File: src/rtl/ftof_sched.sv
// ftof_sched: shares one fixed-latency float-to-float converter among NREQ
// requesters. A rotating-priority arbiter grants one request from IDLE, the FSM
// holds the operands steady for LAT cycles, captures the result and flags, then
// returns them to the owning requester with a valid/ready handshake.
// Optional feature: define FTOF_SCHED_PERF_EN to add the perf_ops / perf_stall
// counter outputs; without it those ports and counters do not exist.
module ftof_sched #(
    parameter int NREQ  = 2,
    parameter int IN_W  = 32,
    parameter int OUT_W = 64,
    parameter int LAT   = 2
) (
    input  logic                 clk,
    input  logic                 reset,
    input  logic [NREQ-1:0]      req_valid,
    output logic [NREQ-1:0]      req_ready,
    input  logic [NREQ*IN_W-1:0] req_a,
    input  logic [NREQ*3-1:0]    req_rm,
    input  logic                 tininess,
    output logic [IN_W-1:0]      cvt_a,
    output logic [2:0]           cvt_rm,
    output logic                 cvt_control,
    input  logic [OUT_W-1:0]     cvt_out,
    input  logic [4:0]           cvt_flags,
    output logic [NREQ-1:0]      rsp_valid,
    input  logic [NREQ-1:0]      rsp_ready,
    output logic [OUT_W-1:0]     rsp_data,
    output logic [4:0]           rsp_flags,
    output logic                 busy
`ifdef FTOF_SCHED_PERF_EN
    ,
    output logic [31:0]          perf_ops,
    output logic [31:0]          perf_stall
`endif
);

    localparam int PTR_W = (NREQ > 1) ? $clog2(NREQ) : 1;
    localparam int CNT_W = $clog2(LAT + 1);
    localparam logic [CNT_W-1:0] CNT_LAST = CNT_W'(LAT - 1);
    localparam logic [NREQ-1:0]  ONE      = {{(NREQ-1){1'b0}}, 1'b1};

    typedef enum logic [1:0] {IDLE, BUSY, RESP} stateT;

    stateT             state;
    logic [PTR_W-1:0]  rrPtr;
    logic [PTR_W-1:0]  owner;
    logic [CNT_W-1:0]  cnt;
    logic [IN_W-1:0]   opA;
    logic [2:0]        opRm;
    logic [OUT_W-1:0]  result;
    logic [4:0]        flags;
    logic [NREQ-1:0]   rspValidR;
    logic              busyR;

    logic              grantHit;
    logic [PTR_W-1:0]  grantIdx;
    logic [PTR_W-1:0]  scanIdx;
    logic              ownerReady;

    // Rotating-priority scan starting at rrPtr; first valid requester wins.
    always_comb begin
        grantHit = 1'b0;
        grantIdx = '0;
        scanIdx  = '0;
        for (int k = 0; k < NREQ; k++) begin
            scanIdx = PTR_W'((int'(rrPtr) + k) % NREQ);
            if (!grantHit && req_valid[scanIdx]) begin
                grantHit = 1'b1;
                grantIdx = scanIdx;
            end
        end
    end

    // Grants only exist in IDLE, so the accept decision never sees an op in flight.
    assign req_ready   = (state == IDLE && !reset && grantHit) ? (ONE << grantIdx) : '0;
    assign ownerReady  = rsp_ready[owner];

    assign cvt_a       = opA;
    assign cvt_rm      = opRm;
    assign cvt_control = tininess;
    assign rsp_valid   = rspValidR;
    assign rsp_data    = result;
    assign rsp_flags   = flags;
    assign busy        = busyR;

    // Scheduler FSM: accept, hold operands for LAT cycles, capture, respond.
    always_ff @(posedge clk) begin
        if (reset) begin
            state     <= IDLE;
            rrPtr     <= '0;
            owner     <= '0;
            cnt       <= '0;
            opA       <= '0;
            opRm      <= '0;
            result    <= '0;
            flags     <= '0;
            rspValidR <= '0;
            busyR     <= 1'b0;
        end else begin
            case (state)
                IDLE: begin
                    if (grantHit) begin
                        opA   <= req_a[int'(grantIdx)*IN_W +: IN_W];
                        opRm  <= req_rm[int'(grantIdx)*3 +: 3];
                        owner <= grantIdx;
                        cnt   <= '0;
                        busyR <= 1'b1;
                        state <= BUSY;
                    end
                end
                BUSY: begin
                    if (cnt == CNT_LAST) begin
                        result    <= cvt_out;
                        flags     <= cvt_flags;
                        cnt       <= '0;
                        rspValidR <= ONE << owner;
                        state     <= RESP;
                    end else begin
                        cnt <= cnt + CNT_W'(1);
                    end
                end
                RESP: begin
                    if (ownerReady) begin
                        rrPtr     <= (int'(owner) == NREQ - 1) ? '0 : owner + PTR_W'(1);
                        rspValidR <= '0;
                        busyR     <= 1'b0;
                        state     <= IDLE;
                    end
                end
                default: begin
                    state     <= IDLE;
                    rspValidR <= '0;
                    busyR     <= 1'b0;
                end
            endcase
        end
    end

`ifdef FTOF_SCHED_PERF_EN
    logic [31:0] perfOps;
    logic [31:0] perfStall;

    // Completed-op and response-backpressure counters; both wrap naturally.
    always_ff @(posedge clk) begin
        if (reset) begin
            perfOps   <= '0;
            perfStall <= '0;
        end else if (state == RESP) begin
            if (ownerReady) begin
                perfOps <= perfOps + 32'd1;
            end else begin
                perfStall <= perfStall + 32'd1;
            end
        end
    end

    assign perf_ops   = perfOps;
    assign perf_stall = perfStall;
`endif

endmodule
File: config.mk
export PLATFORM = sky130hd
export DESIGN_NAME = ftof_sched
export DESIGN_NICKNAME = d
export VERILOG_FILES = /design/src/rtl/ftof_sched.sv
export SDC_FILE = /design/constraint.sdc
export NUM_CORES = 1
export LEC_CHECK = 0
export ABC_AREA = 1
export CAP_MARGIN = 40
export CELL_PAD_IN_SITES_DETAIL_PLACEMENT = 1
export CELL_PAD_IN_SITES_GLOBAL_PLACEMENT = 1
export CORE_MARGIN = 3
export CORE_UTILIZATION = 29
export CTS_BUF_LIST = sky130_fd_sc_hd__clkbuf_4 sky130_fd_sc_hd__clkbuf_8
export DETAILED_ROUTE_END_ITERATION = 7
export HOLD_SLACK_MARGIN = 0.05
export PLACE_DENSITY = 0.94
export RECOVER_POWER = 100
export SKIP_CTS_REPAIR_TIMING = 1
export SLEW_MARGIN = 40
export SYNTH_ARGS = -nofsm -noshare
export SYNTH_HDL_FRONTEND = slang
export SYNTH_SLANG_ARGS = --single-unit
File: constraint.sdc
create_clock -name clk -period 2.17 [get_ports clk]
set_input_delay 0.3255 -clock clk [delete_from_list [all_inputs] [get_ports clk]]
set_output_delay 0.3255 -clock clk [all_outputs]
set_load 0.01 [all_outputs]
==> results.md <==
- The total routed wirelength is 17.6 mm.
- Clock-pin slew was measured on the worst setup and hold paths at 0.07 ns.
- The worst clock skew is 0.00862 ns.
- The number of antenna violations at the first check in global routing is 1.
- The run finished with clean final reports.
- The global route total overflow is 0.
- Headroom to the max-slew limit came out at 0.488.
- The average vias per placed instance is 4.81.
- Across the VDD grid, the largest voltage drop is 0.439 mV.
- The latest clock arrival within the worst-skew pair is 0.43 ns.
- The final RePlAce weighted congestion is 0.758.
- The cell type contributing the most total cell area after synthesis is dfxtp_1.
- The dominant delay contributor by cell family on the critical path is buffers and inverters.
- Measured along the y axis, the die boundary spans 130 um.
- The most common cell in the synthesized netlist is nor2_1.
- Of the total synthesized cell area, the portion taken by full adders, half adders and majority gates is 0.
- After synthesis, the largest family of logic cells by area is simple AND/OR/NAND/NOR gates.
- The number of nets in the synthesized netlist is 737.
- The final design utilization is 0.505.
- The overall power of the completed layout is 5940 uW.
- Of the total synthesized cell area, the portion taken by AND, OR, NAND and NOR gates is 0.257.
- The growth of design area from synthesis to finish is 67.6%.
- The share of the Yosys chip area taken by registers is 0.507.
- The maximum clock rate is 507 MHz.
- The quantity of I/O buffers inserted on ports is 253.
- The number of fillers in the final layout is 1764.
- The count of clock tree sinks is 113.
- In this run the cell area measured after placement is 0.00713 sq mm.
- By count the netlist is led by nor2_1, dfxtp_1, nand3_1.
- The synthesized area per cell is 7.56 sq um.
- The area used by multi-input combinational logic is 0.00181 sq mm.
- The total die area is 0.0169 sq mm.
- The analysis attributes to cell leakage a power of 0.00356 uW.
- After the last flow step, the layout net total stands at 978.
- In this run, the number of DRC markers left after iteration 0 of detailed routing was 148.
- After synthesis, the cell types taking the most area are dfxtp_1, nor2_1, nand3_1, o211ai_1, o21ai_0.
- After floorplanning, the core was divided into 44 placement rows.
- At the worst endpoint, the required time is 2.54 ns.
- The number of synthesized register bits is 113.
- The final critical delay including setup and external delays is 1.97 ns.
- After technology mapping, the gate count stands at 591.
- The maximum clock insertion buffer count is 2.
- The TritonCTS clock tree is built.
- In this run, distinct cell masters in the synthesized netlist total 19.
- Across the run, the number of max-cap violations was 0.
- In this run, synthesis inferred 0 flip-flops with an integrated enable.
- In the synthesized netlist the dominant register cell turns out to be dfxtp_1.
- The residual DRC count is 0.
- Pin placement for this block handled 256 I/O pins.
- At the pin with the least slew margin, the transition time is 0.768 ns.
- After detailed routing, the average wire length per cell comes to 17.1 um.
- The area of the mapped netlist is 0.00447 sq mm.
- For the worst setup path, the data arrival time is 2.35 ns.
- The power per unit of standard cell area is 793 mW/mm^2.
- The H-tree depth reported by CTS is 4.
- The count of endpoints failing hold in the final timing report is 0.
- The via count of the first global-routing pass is 5287.
- The number of buffers and inverters on the critical path is 4.
- Setup violations remaining at the end of the flow were counted as 0.
- Once layout is done, the placed cells without fillers occupy 0.00748 sq mm.
- The first-pass GRT wire length is 26.8 mm.
- The share of synthesized area in the top cell type comes to 0.507.
- The sequential cells in the finished layout cover a total of 0.00226 sq mm.
- The final period utilization is 0.909.
- The xor-xnor portion of the synthesized cell area is 0.
- The placeable core region is 0.0148 sq mm.
- The initial utilization of the core area, before any placement, comes to 0.302.
- The antenna diode count is 0.
- Setup repair after global routing left no endpoint under its margin.
- The most used cell along the critical path is nand2_1.
- Of all nets on the critical path, the largest fanout is 36.
- The count of pins over their slew limit came to 0.
- The placed wire-length estimate is 12.3 mm.
- In the global route stage, overall resource usage came out at 0.204.
- The tree is rooted in a clkbuf_8.
- The worst hold path belongs to the class flop to flop.
- The pre-antenna-repair detailed-routing pass consisted of 4 iterations.
- STA classifies the critical path endpoint as a flop.
- The type of the setup path with the least slack is input pin to flop.
- In this run, CTS created clock tree buffers numbering 17.
- The critical path goes through dlygate4sd3_1 -> clkbuf_4 -> nand2_1 -> nand2_2 -> clkbuf_2 -> nand2_1 -> nand3_1 -> o211ai_1 -> inv_1.
- The portion of synthesized area spent on multiplexers is 0.
- For this run, asynchronously set or reset flops after synthesis account for 0.
- Yosys printed 0 warnings.
- The slowest cell on the critical path is clkbuf_2.
- Of the cells placed in the final design, the portion with a size suffix greater than 1 is 0.0581.
- The largest net degree at the start of global routing is 111.
- The fraction of the mapped netlist area in compound gates is 0.149.
- The detail route stage leaves a number of antenna-violating nets equal to 0.
- STA classifies the critical path startpoint as an input pin.
- The routed layout has 4943 vias.
- On the worst path, the slowest cell contributes a delay of 0.60 ns.
- The die extent in x is 130 um.
kinds of logic after synthesis:
| kind of cell | Yosys count |
|---|---|
| and+or+nand+nor | 273 |
| AOI/OAI and AO/OA | 114 |
| DFF | 113 |
| buffers and inverters | 91 |
per-layer routing:
| layer | up-vias | global-route usage | share of wire |
|---|---|---|---|
| met1 | 2289 | 0.215 | 0.40 |
| li1 | 2423 | - | - |
| met4 | 2 | 0.0605 | 0.012 |
| met3 | 19 | 0.103 | 0.11 |
| met5 | - | 0 | 0.00074 |
| met2 | 210 | 0.358 | 0.48 |
flip-flops by register name, summed over array words and instances (netlist names):
register and count:
rsp_data 64, cvt_a 32, rsp_flags 5, cvt_rm 3
cnt 2, rsp_valid 2, state 2, busy 1
owner 1, rrPtr 1
placed cells by master, fill, tap and decap left out, types with 21 or more instances in the layout:
| cell type | n |
|---|---|
| clkdlybuf4s50_1 | 143 |
| o211ai_1 | 35 |
| nand2_1 | 52 |
| nor2_1 | 141 |
| nand3_1 | 77 |
| clkbuf_8 | 21 |
| dlygate4sd3_1 | 108 |
| inv_1 | 44 |
| o21ai_0 | 71 |
| dfxtp_1 | 113 |
stage by stage:
step / setup WS [ns] / hold slack [ns] / instances / TNS [ns]
floorplan: 0.870 / 0.395 / 591 / 0
CTS: -0.114 / 0.442 / 1028 / -0.176
global placement: 0.0111 / 0.439 / 997 / 0
detailed placement: -0.0289 / 0.459 / 997 / -0.0289
finish: 0.198 / 0.463 / 1028 / 0
global route: 0.0968 / 0.452 / 1028 / 0
tightest hold or removal path, cell delays in order, from the launching register on:
cell	delay (ns)
dfxtp_1	0.31
nand3_1	0.07
nand2_1	0.04
layout make-up:
type,instances,area share
Tap cell,184,0.0308
Clock buffer,26,0.0436
Sequential cell,113,0.302
Inverter,47,0.0239
Multi-Input combinational cell,387,0.242
Clock inverter,5,0.00702
Timing Repair Buffer,266,0.351
worst paths after layout:
check,end,start,slack [ns],cells after the start
max,cvt_a[0],req_valid[0],0.20,9
min,rsp_valid[1],rsp_valid[1],0.46,2
max reg2reg,rsp_data[60],state[0],0.26,7
min reg2reg,rsp_valid[1],rsp_valid[1],0.46,2
power by group:
part           switching, uW  leakage [uW]  internal [uW]
logic                    788       0.00243            761
clock network            841      0.000200           1080
registers                129      0.000925           2340
Note: power is estimated with default switching activity, not from simulation.
